===== config.mk =====
export PLATFORM = sky130hd
export DESIGN_NAME = uart_rx_ctrl
export DESIGN_NICKNAME = d
export VERILOG_FILES = /design/src/rtl/uart_rx_ctrl_pkg.sv /design/src/rtl/uart_rx_ctrl_sync2.sv /design/src/rtl/uart_rx_ctrl.sv
export SDC_FILE = /design/constraint.sdc
export NUM_CORES = 1
export LEC_CHECK = 0
export ABC_CLOCK_PERIOD_IN_PS = 3200
export CELL_PAD_IN_SITES_DETAIL_PLACEMENT = 1
export CELL_PAD_IN_SITES_GLOBAL_PLACEMENT = 1
export CORE_MARGIN = 2
export CORE_UTILIZATION = 45
export CTS_CLUSTER_SIZE = 16
export DETAILED_ROUTE_END_ITERATION = 8
export PLACE_DENSITY_LB_ADDON = 0.1
export SLEW_MARGIN = 15
export SYNTH_ARGS = -nofsm -noshare
export SYNTH_HDL_FRONTEND = slang
export SYNTH_SLANG_ARGS = --single-unit

===== constraint.sdc =====
create_clock -name clk -period 3.2 [get_ports clk]
set_input_delay 0.64 -clock clk [delete_from_list [all_inputs] [get_ports clk]]
set_output_delay 0.64 -clock clk [all_outputs]
set_load 0.02 [all_outputs]

===== src/rtl/uart_rx_ctrl_pkg.sv =====
// Shared UART receive definitions: FSM states and default frame/tick parameters.
package uart_rx_ctrl_pkg;

  localparam int unsigned DATA_BITS_DEF    = 8;
  localparam int unsigned SAMPLE_POINT_DEF = 7;
  localparam int unsigned PROG_W_DEF       = 4;

  typedef enum logic [1:0] {
    IDLE  = 2'd0,
    START = 2'd1,
    DATA  = 2'd2,
    STOP  = 2'd3
  } rx_state_t;

  function automatic int unsigned cnt_width(input int unsigned bits);
    return (bits > 1) ? $clog2(bits) : 1;
  endfunction

endpackage


===== src/rtl/uart_rx_ctrl_sync2.sv =====
// Two-flop synchronizer for the raw serial line; resets to the idle (high) level.
module sync2 (
  input  logic clk,
  input  logic rst,
  input  logic d,
  output logic q
);

  logic meta;

  always_ff @(posedge clk or negedge rst) begin
    if (!rst) begin
      meta <= 1'b1;
      q    <= 1'b1;
    end else begin
      meta <= d;
      q    <= meta;
    end
  end

endmodule


===== src/rtl/uart_rx_ctrl.sv =====
// UART receive framing controller: start detection, bsc enable, mid-bit sampling,
// LSB-first assembly and single-cycle char_ready / frame_err strobes.
module uart_rx_ctrl
  import uart_rx_ctrl_pkg::*;
#(
  parameter int unsigned DATA_BITS    = DATA_BITS_DEF,
  parameter int unsigned SAMPLE_POINT = SAMPLE_POINT_DEF,
  parameter int unsigned PROG_W       = PROG_W_DEF
) (
  input  logic                 clk,
  input  logic                 rst,
  input  logic                 rx_in,
  input  logic [PROG_W-1:0]    bitProgress,
  output logic                 bsc_enable,
  output logic [DATA_BITS-1:0] data_out,
  output logic                 char_ready,
  output logic                 frame_err,
  output logic                 rx_busy
);

  localparam int unsigned CNT_W = cnt_width(DATA_BITS);
  localparam logic [CNT_W-1:0] LAST_BIT = CNT_W'(DATA_BITS - 1);

  rx_state_t            state;
  logic                 rx_s;
  logic                 rx_prev;
  logic                 smp;
  logic [DATA_BITS-1:0] shreg;
  logic [CNT_W-1:0]     bit_cnt;

  sync2 u_sync (
    .clk (clk),
    .rst (rst),
    .d   (rx_in),
    .q   (rx_s)
  );

  assign smp = bsc_enable & (bitProgress == PROG_W'(SAMPLE_POINT));

  // rx_busy is registered alongside state so it tracks state != IDLE exactly.
  always_ff @(posedge clk or negedge rst) begin
    if (!rst) begin
      state      <= IDLE;
      rx_prev    <= 1'b1;
      bsc_enable <= 1'b0;
      data_out   <= '0;
      char_ready <= 1'b0;
      frame_err  <= 1'b0;
      rx_busy    <= 1'b0;
      shreg      <= '0;
      bit_cnt    <= '0;
    end else begin
      rx_prev    <= rx_s;
      char_ready <= 1'b0;
      frame_err  <= 1'b0;
      case (state)
        IDLE: begin
          if (rx_prev && !rx_s) begin
            state      <= START;
            bsc_enable <= 1'b1;
            rx_busy    <= 1'b1;
          end
        end
        START: begin
          if (smp) begin
            if (!rx_s) begin
              state   <= DATA;
              bit_cnt <= '0;
            end else begin
              state      <= IDLE;
              bsc_enable <= 1'b0;
              rx_busy    <= 1'b0;
            end
          end
        end
        DATA: begin
          if (smp) begin
            shreg   <= {rx_s, shreg[DATA_BITS-1:1]};
            bit_cnt <= bit_cnt + CNT_W'(1);
            if (bit_cnt == LAST_BIT) state <= STOP;
          end
        end
        STOP: begin
          // Leave mid-stop-bit so the next start edge is caught immediately.
          if (smp) begin
            if (rx_s) begin
              data_out   <= shreg;
              char_ready <= 1'b1;
            end else begin
              frame_err  <= 1'b1;
            end
            state      <= IDLE;
            bsc_enable <= 1'b0;
            rx_busy    <= 1'b0;
          end
        end
        default: begin
          state      <= IDLE;
          bsc_enable <= 1'b0;
          rx_busy    <= 1'b0;
        end
      endcase
    end
  end

endmodule


==> results.toml, run 1 <==
[status]
outcome = "completed"

[final_layout]
finish.net_count = 116
antenna-diode-count = 0
final_layout_size_suffix_gt1_frac = 0.302
syn_to_final_growth_pct = 20.2
instances_no_fill = 136
fill_cells = 252

[worst_hold_path]
hold_start = "u_sync.meta"
min_path_type = "flip-flop to flip-flop"
holdPathStages = 0
holdPathEnd = "u_sync.q"

[power]
leakage_nw = 0.664
irDropWorstVdd_uv = 406
pwr_density_cell_mw_per_mm2 = 471

[global_routing]
grt_pass1_vias = 743
grt_pass1_wl_um = 3550
track_usage = 0.166
grt_max_degree = 28
antenna_found_initial = 0
grt-ovfl-total = 0

[timing]
fin_skew_ns = 0.00479
timing.fmax_ghz = 0.480
hold_viol = 0
timing.final.crit_share = 0.650
fin_crit_ns = 2.08
finalSetupViolCount = 0
finalSetupTns_ns = 0
rsz0062_at_grt = "false"
tightest_slew_ns = 0.361
finalMaxSlewViolations = 0
slew_headroom = 0.757

[logic_synthesis]
postSynthCellCount = 86
synth_top_area_frac = 0.511
synth_nets = 95
async_flop_share = 1.00
synth.most_common_cell = "dfrtp_1"
synth.cell_area_mm2 = 0.00117
ys_top_cells_by_area = "dfrtp_1 51%, mux2_4 10%, mux2_2 7.7%, dfstp_2 6.7%, ha_1 2.1%"
ys_types = 33
ys_ff_latch = 27
synth_common_cells = "24 x dfrtp_1, 8 x mux2_2, 8 x mux2_4"
ys_warn_count = 0
avgSynthCellArea_um2 = 13.7
synth-edff-count = 0
yosysTopAreaCell = "dfrtp_1"
ys.flop_type = "dfrtp_1"
yosysSeqAreaShare = 0.578

[placement]
hpwl_um = 1560
dp_cells = 132
gp_congestion = 0.722
numPortBuffers = 18

[routing]
via_per_inst = 5.44
post_drt_wl_per_cell_um = 16.3
ant_nets = 0
route.detailed.drc = 0
drt-initial-drc-count = 12
via_count = 740
wl_um = 2220
firstDrtPassIters = 3

[floorplanning]
core_mm2 = 0.00248
die_y_um = 55.1
dieArea_mm2 = 0.00304
die_w_um = 55.1
ios = 19
rows = 18
initial_utilization = 0.474

[worst_setup_path]
regToRegSetupSlack_ns = 1.44
rr_startpoint = "rx_busy"
cp_max_fo = 9
cp-start-kind = "primary input"
critPathCaptureType = "flip-flop"
arrival_ns = 2.30
ff2ff_path_depth = 4
r2r-end = "shreg[7]"
path_class = "primary input to flip-flop"
worst_ep_required_time_ns = 3.42

[clocking]
cts.sinks = 27
cts_setup_buffers = 0
cts_tree = "yes"
cts.path.max_buffers = 2
holdBufCountCts = 0
clk_latency_ns = 0.32
root_buffer = "clkbuf_4"
ctsResizeCount = 0
cts_max_level = 1
cts_buffers = 3
clk_pin_slew_worst_paths_ns = 0.14

[job]
cap_violations = 0
[placed cells by master, fill, tap and decap left out, types with 2 or more instances in the layout]
master            n
dfrtp_1          24
clkdlybuf4s50_1  18
mux2_2            8
mux2_4            8
inv_1             5
o21ai_0           4
nand3_1           3
clkbuf_4          3
buf_4             3
dfstp_2           3
nor3_1            2
or3_1             2
ha_1              2
[cell families (layout without fill, tap and decap cells)]
| logic type | after synthesis | after routing | synth area share |
|---|---|---|---|
| fa+ha+maj | 2 | 2 | 0.0213 |
| compound gates | 12 | 12 | 0.0724 |
| simple gates | 18 | 18 | 0.104 |
| flops | 27 | 27 | 0.578 |
| mux | 16 | 16 | 0.179 |
| buf+inv | 11 | 31 | 0.0447 |
[final cells by class]
| cell class | count | area, um^2 | share of cell area |
|---|---|---|---|
| Sequential cell | 27 | 679 | 0.481 |
| Clock inverter | 1 | 5.00 | 0.00354 |
| Inverter | 6 | 22.5 | 0.0159 |
| Multi-Input combinational cell | 48 | 443 | 0.314 |
| Timing Repair Buffer | 21 | 203 | 0.143 |
| Clock buffer | 3 | 22.5 | 0.0159 |
| Tap cell | 30 | 37.5 | 0.0266 |
[metrics by stage]
step	setup slack, ns	instance area [um^2]	util	hold WS [ns]	power (mW)
3_5_place_dp	0.772	1390	0.559	0.349	0.528
5_1_grt	1.07	1410	0.570	0.372	0.703
3_3_place_gp	0.796	1390	0.559	0.349	0.520
6_report	1.12	1410	0.570	0.367	0.666
2_1_floorplan	1.29	1170	-	0.344	0.473
4_1_cts	1.13	1410	0.570	0.371	0.674
[worst max path at each step]
stage | from | end | slack, ns
after detailed placement | bitProgress[1] | shreg[4] | 0.77
after CTS | bitProgress[1] | shreg[7] | 1.13
final | bitProgress[3] | shreg[7] | 1.12
after global placement | bitProgress[1] | shreg[5] | 0.80
after global routing | bitProgress[1] | shreg[7] | 1.07
after floorplan | bitProgress[3] | shreg[0] | 1.29
[critical path, cell delays in order]
cell and delay, ns:
clkdlybuf4s50_1 0.41, nand2b_1 0.30, or4_4 0.60, mux2_4 0.34
[where the power goes]
group	switching, mW	leakage (nW)	internal (mW)
Combinational	0.0624	0.290	0.0512
Sequential	0.0389	0.356	0.367
Clock	0.0993	0.0177	0.0467
Total	0.201	0.664	0.465
[sequential cells by signal, summed over array words and instances (netlist names), named ones only]
signal and flops:
shreg 8, frame_err 1, u_sync.meta 1, state 1, bit_cnt 3, char_ready 1
data_out 8, u_sync.q 1, rx_busy 1, rx_prev 1
[routing by layer]
| metal | vias up | track usage | routed length, um |
|---|---|---|---|
| met5 | - | 0 | 0 |
| met1 | 379 | 0.233 | 1080 |
| li1 | 348 | - | - |
| met3 | 4 | 0.0323 | 51 |
| met4 | 0 | 0.0325 | 24 |
| met2 | 9 | 0.270 | 1060 |
Power figures use the tool's default switching activity.
==> run 2: changes to the inputs <==
Settings changed: ABC_CLOCK_PERIOD_IN_PS 3200 to 2000, CORE_UTILIZATION 45 to 42.
Clock period 3.2 ns to 2 ns, I/O delays scaled along.
==> results.toml, run 2 (synthesis gave the netlist of run 1 again) <==
[status]
outcome = "completed"

[routing]
drt-initial-drc-count = 20
via_per_inst = 5.21
wl_um = 2170
via_count = 724
firstDrtPassIters = 3
route.detailed.drc = 0
ant_nets = 0
post_drt_wl_per_cell_um = 15.6

[placement]
hpwl_um = 1580
numPortBuffers = 18
dp_slack_ns = -0.0441
gp_congestion = 0.776
place_area_mm2 = 0.00140
dp_cells = 135

[floorplanning]
ios = 19
die_w_um = 56.9
die_y_um = 56.9
rows = 19
dieArea_mm2 = 0.00324
initial_utilization = 0.434
core_mm2 = 0.00271

[job]
cap_violations = 0

[power]
irDropWorstVdd_uv = 519
leakage_nw = 0.670
pwr_density_cell_mw_per_mm2 = 759

[timing]
finalSetupViolCount = 0
fin_skew_ns = 0.00622
rsz0062_at_grt = "false"
fin_crit_ns = 1.78
slew_headroom = 0.740
tightest_slew_ns = 0.387
fin_hold_ws_ns = 0.369
timing.final.crit_share = 0.890
finalMaxSlewViolations = 0
fin_ws_ns = 0.220
hold_viol = 0
timing.fmax_ghz = 0.562

[final_layout]
syn_to_final_growth_pct = 21.8
instances_no_fill = 139
top_regs = "data_out: 8 flops, shreg: 8 flops, bit_cnt: 3 flops"
antenna-diode-count = 0
finish.net_count = 118
final_layout_size_suffix_gt1_frac = 0.315
stdcell_area_mm2 = 0.00143
final_cell_mix = "24 x dfrtp_1, 18 x clkdlybuf4s50_1, 8 x mux2_2, 8 x mux2_4"
final_common_cell = "dfrtp_1"

[global_routing]
grt_max_degree = 28
track_usage = 0.157
grt-ovfl-total = 0
grt_pass1_wl_um = 3840
grt_pass1_vias = 781
antenna_found_initial = 0

[worst_setup_path]
path_buf_inv = 1
crit_cells = 1
path_class = "flip-flop to output pin"
critPathCaptureType = "output pin"
cp_max_fo = 5
r2r-end = "shreg[4]"
worst_ep_required_time_ns = 1.60
crit_path_top_delay_cell = "clkdlybuf4s50_1"
cp_cell_sequence = "clkdlybuf4s50_1"
arrival_ns = 1.38
cp_slowest_stage_delay_ns = 0.63
regToRegSetupSlack_ns = 0.36
ff2ff_path_depth = 2
crit_family = "buffers and inverters"
rr_startpoint = "state[0]"
cp-start-kind = "flip-flop"

[clocking]
holdBufCountCts = 0
ctsResizeCount = 0
clk_latency_ns = 0.32
cts_buffers = 3
cts_tree = "yes"
cts_max_level = 1
cts.path.max_buffers = 2
clk_pin_slew_worst_paths_ns = 0.15
cts.sinks = 27
cts_setup_buffers = 0
root_buffer = "clkbuf_4"

[worst_hold_path]
holdPathEnd = "u_sync.q"
holdPathStages = 0
min_path_type = "flip-flop to flip-flop"
hold_start = "u_sync.meta"
-- run 2: through the flow --
| stage | total power [mW] | setup TNS [ns] | utilization |
|---|---|---|---|
| global placement | 0.848 | -0.149 | 0.517 |
| detailed placement | 0.860 | -0.553 | 0.517 |
| global route | 1.15 | 0 | 0.528 |
| CTS | 1.10 | 0 | 0.528 |
| finish | 1.09 | 0 | 0.528 |
| floorplan | 0.757 | 0 | - |
-- run 2: worst max path at each step --
stage / startpoint / slack [ns] / to
after global routing: rx_busy / 0.16 / bsc_enable
after detailed placement: bitProgress[1] / -0.04 / shreg[0]
after CTS: rx_busy / 0.20 / rx_busy
final: rx_busy / 0.22 / rx_busy
after global placement: bitProgress[1] / -0.02 / shreg[5]
after floorplan: rx_busy / 0.27 / shreg[0]
-- run 2: final cells by class --
type                    instances  area (um^2)
fillers                       286         1280
flip-flops and latches         27          679
multi-input cells              48          443
repair buffers                 23          218
well taps                      31         38.8
clock buffers                   3         22.5
inverters                       6         22.5
clock inverters                 1         7.51
-- run 2: layer usage --
metal	GRT usage	part of all wire	vias up
met5	0	0	-
met4	0.0598	0.010	0
met1	0.228	0.50	359
li1	-	-	350
met3	0.0276	0.042	2
met2	0.235	0.45	13
-- run 2: report_power, final --
group	switching, mW	total, mW	internal [mW]
registers	0.0480	0.636	0.588
logic	0.119	0.215	0.0961
clock network	0.159	0.236	0.0763
total	0.327	1.09	0.760
==> run 3: changes to the inputs <==
Settings changed: MAX_ROUTING_LAYER set to met4.
==> results.toml, run 3 (synthesis gave the netlist of run 1 again) <==
[power]
leakage_nw = 0.670
p_int_uw = 760
pwr_density_cell_mw_per_mm2 = 759
p_comb_frac = 0.198
irDropWorstVdd_uv = 519
seqPwrFrac = 0.585
power_mw = 1.09
clkPwrFrac = 0.217
switching_power_uw = 327
p_sw_frac = 0.301

[floorplanning]
die_w_um = 56.9
dieArea_mm2 = 0.00324
initial_utilization = 0.434
die_y_um = 56.9
ios = 19
rows = 19
core_mm2 = 0.00271

[timing]
slew_headroom = 0.742
timing.final.crit_share = 0.890
tightest_slew_ns = 0.384
fin_skew_ns = 0.00614
finalMaxSlewViolations = 0
hold_viol = 0
finalSetupViolCount = 0
finalSetupTns_ns = 0
rsz0062_at_grt = "false"
fin_hold_ws_ns = 0.369
timing.fmax_ghz = 0.562
fin_crit_ns = 1.78

[worst_setup_path]
path_buf_inv = 1
cp_cell_sequence = "clkdlybuf4s50_1"
worst_ep_required_time_ns = 1.60
crit_family = "buffers and inverters"
cp-start-kind = "flip-flop"
crit_path_top_delay_cell = "clkdlybuf4s50_1"
cp_slowest_stage_delay_ns = 0.63
arrival_ns = 1.38
path_class = "flip-flop to output pin"
critPathCaptureType = "output pin"
cp_max_fo = 5

[status]
outcome = "completed"

[final_layout]
antenna-diode-count = 0
syn_to_final_growth_pct = 21.8
final_common_cell = "dfrtp_1"
final_cell_mix = "24 x dfrtp_1, 18 x clkdlybuf4s50_1, 8 x mux2_2, 8 x mux2_4"
fill_cells = 286
final_layout_size_suffix_gt1_frac = 0.315
finish.net_count = 118
top_regs = "data_out: 8 flops, shreg: 8 flops, bit_cnt: 3 flops"

[job]
cap_violations = 0

[routing]
ant_nets = 0
route.detailed.drc = 0
post_drt_wl_per_cell_um = 15.7
via_count = 725
wl_um = 2180
via_per_inst = 5.22
firstDrtPassIters = 3
drt-initial-drc-count = 20

[clocking]
clk_pin_slew_worst_paths_ns = 0.15
root_buffer = "clkbuf_4"
holdBufCountCts = 0
cts.sinks = 27
cts.path.max_buffers = 2
cts_setup_buffers = 0
cts_tree = "yes"
cts_max_level = 1
ctsResizeCount = 0
clk_latency_ns = 0.32
cts_buffers = 3

[placement]
numPortBuffers = 18
gp_congestion = 0.786
hpwl_um = 1580

[global_routing]
antenna_found_initial = 0
grt_max_degree = 28
grt_pass1_vias = 780
grt_pass1_wl_um = 3860
grt-ovfl-total = 0
track_usage = 0.162

[worst_hold_path]
min_path_type = "flip-flop to flip-flop"
==> run 3: cell counts in the layout (fill, tap and decap cells not counted) <==
Identical to the previous run, type by type.
==> run 3: power groups by stage <==
stage / Sequential, mW / Clock, mW / Combinational (mW)
final: 0.636 / 0.236 / 0.215
after global routing: 0.644 / 0.273 / 0.236
after CTS: 0.636 / 0.250 / 0.215
after detailed placement: 0.645 / 0 / 0.215
after global placement: 0.642 / 0 / 0.206
after floorplan: 0.636 / 0 / 0.121
==> run 3: layout make-up <==
type                    instances  area [um^2]  area share
repair buffers                 23          218       0.152
well taps                      31         38.8      0.0271
inverters                       6         22.5      0.0157
clock inverters                 1         7.51     0.00524
clock buffers                   3         22.5      0.0157
multi-input cells              48          443       0.309
flip-flops and latches         27          679       0.475
==> run 3: metrics by stage <==
stage | std cells | util | instance area (um^2) | worst slack [ns]
6_report | 139 | 0.528 | 1430 | 0.220
5_1_grt | 139 | 0.528 | 1430 | 0.157
4_1_cts | 139 | 0.528 | 1430 | 0.204
3_5_place_dp | 135 | 0.517 | 1400 | -0.0441
3_3_place_gp | 135 | 0.517 | 1400 | -0.0188
2_1_floorplan | 86 | - | 1170 | 0.272
==> run 3: worst paths after layout <==
path / start / endpoint / slack, ns / depth (start not counted)
setup / recovery: rx_busy / rx_busy / 0.22 / 1
hold / removal: u_sync.meta / u_sync.q / 0.37 / 0
setup reg to reg: state[0] / shreg[4] / 0.36 / 2
hold reg to reg: u_sync.meta / u_sync.q / 0.37 / 0
max in group asynchronous: rst / u_sync.q / 1.27 / 2
min in group asynchronous: rst / char_ready / 0.43 / 2
==> run 3: layer usage <==
layer | part of all wire | GRT usage | up-vias
li1 | - | - | 350
met1 | 0.49 | 0.231 | 358
met2 | 0.45 | 0.233 | 15
met3 | 0.045 | 0.0276 | 2
met4 | 0.010 | 0.0598 | 0
met5 | 0 | - | -
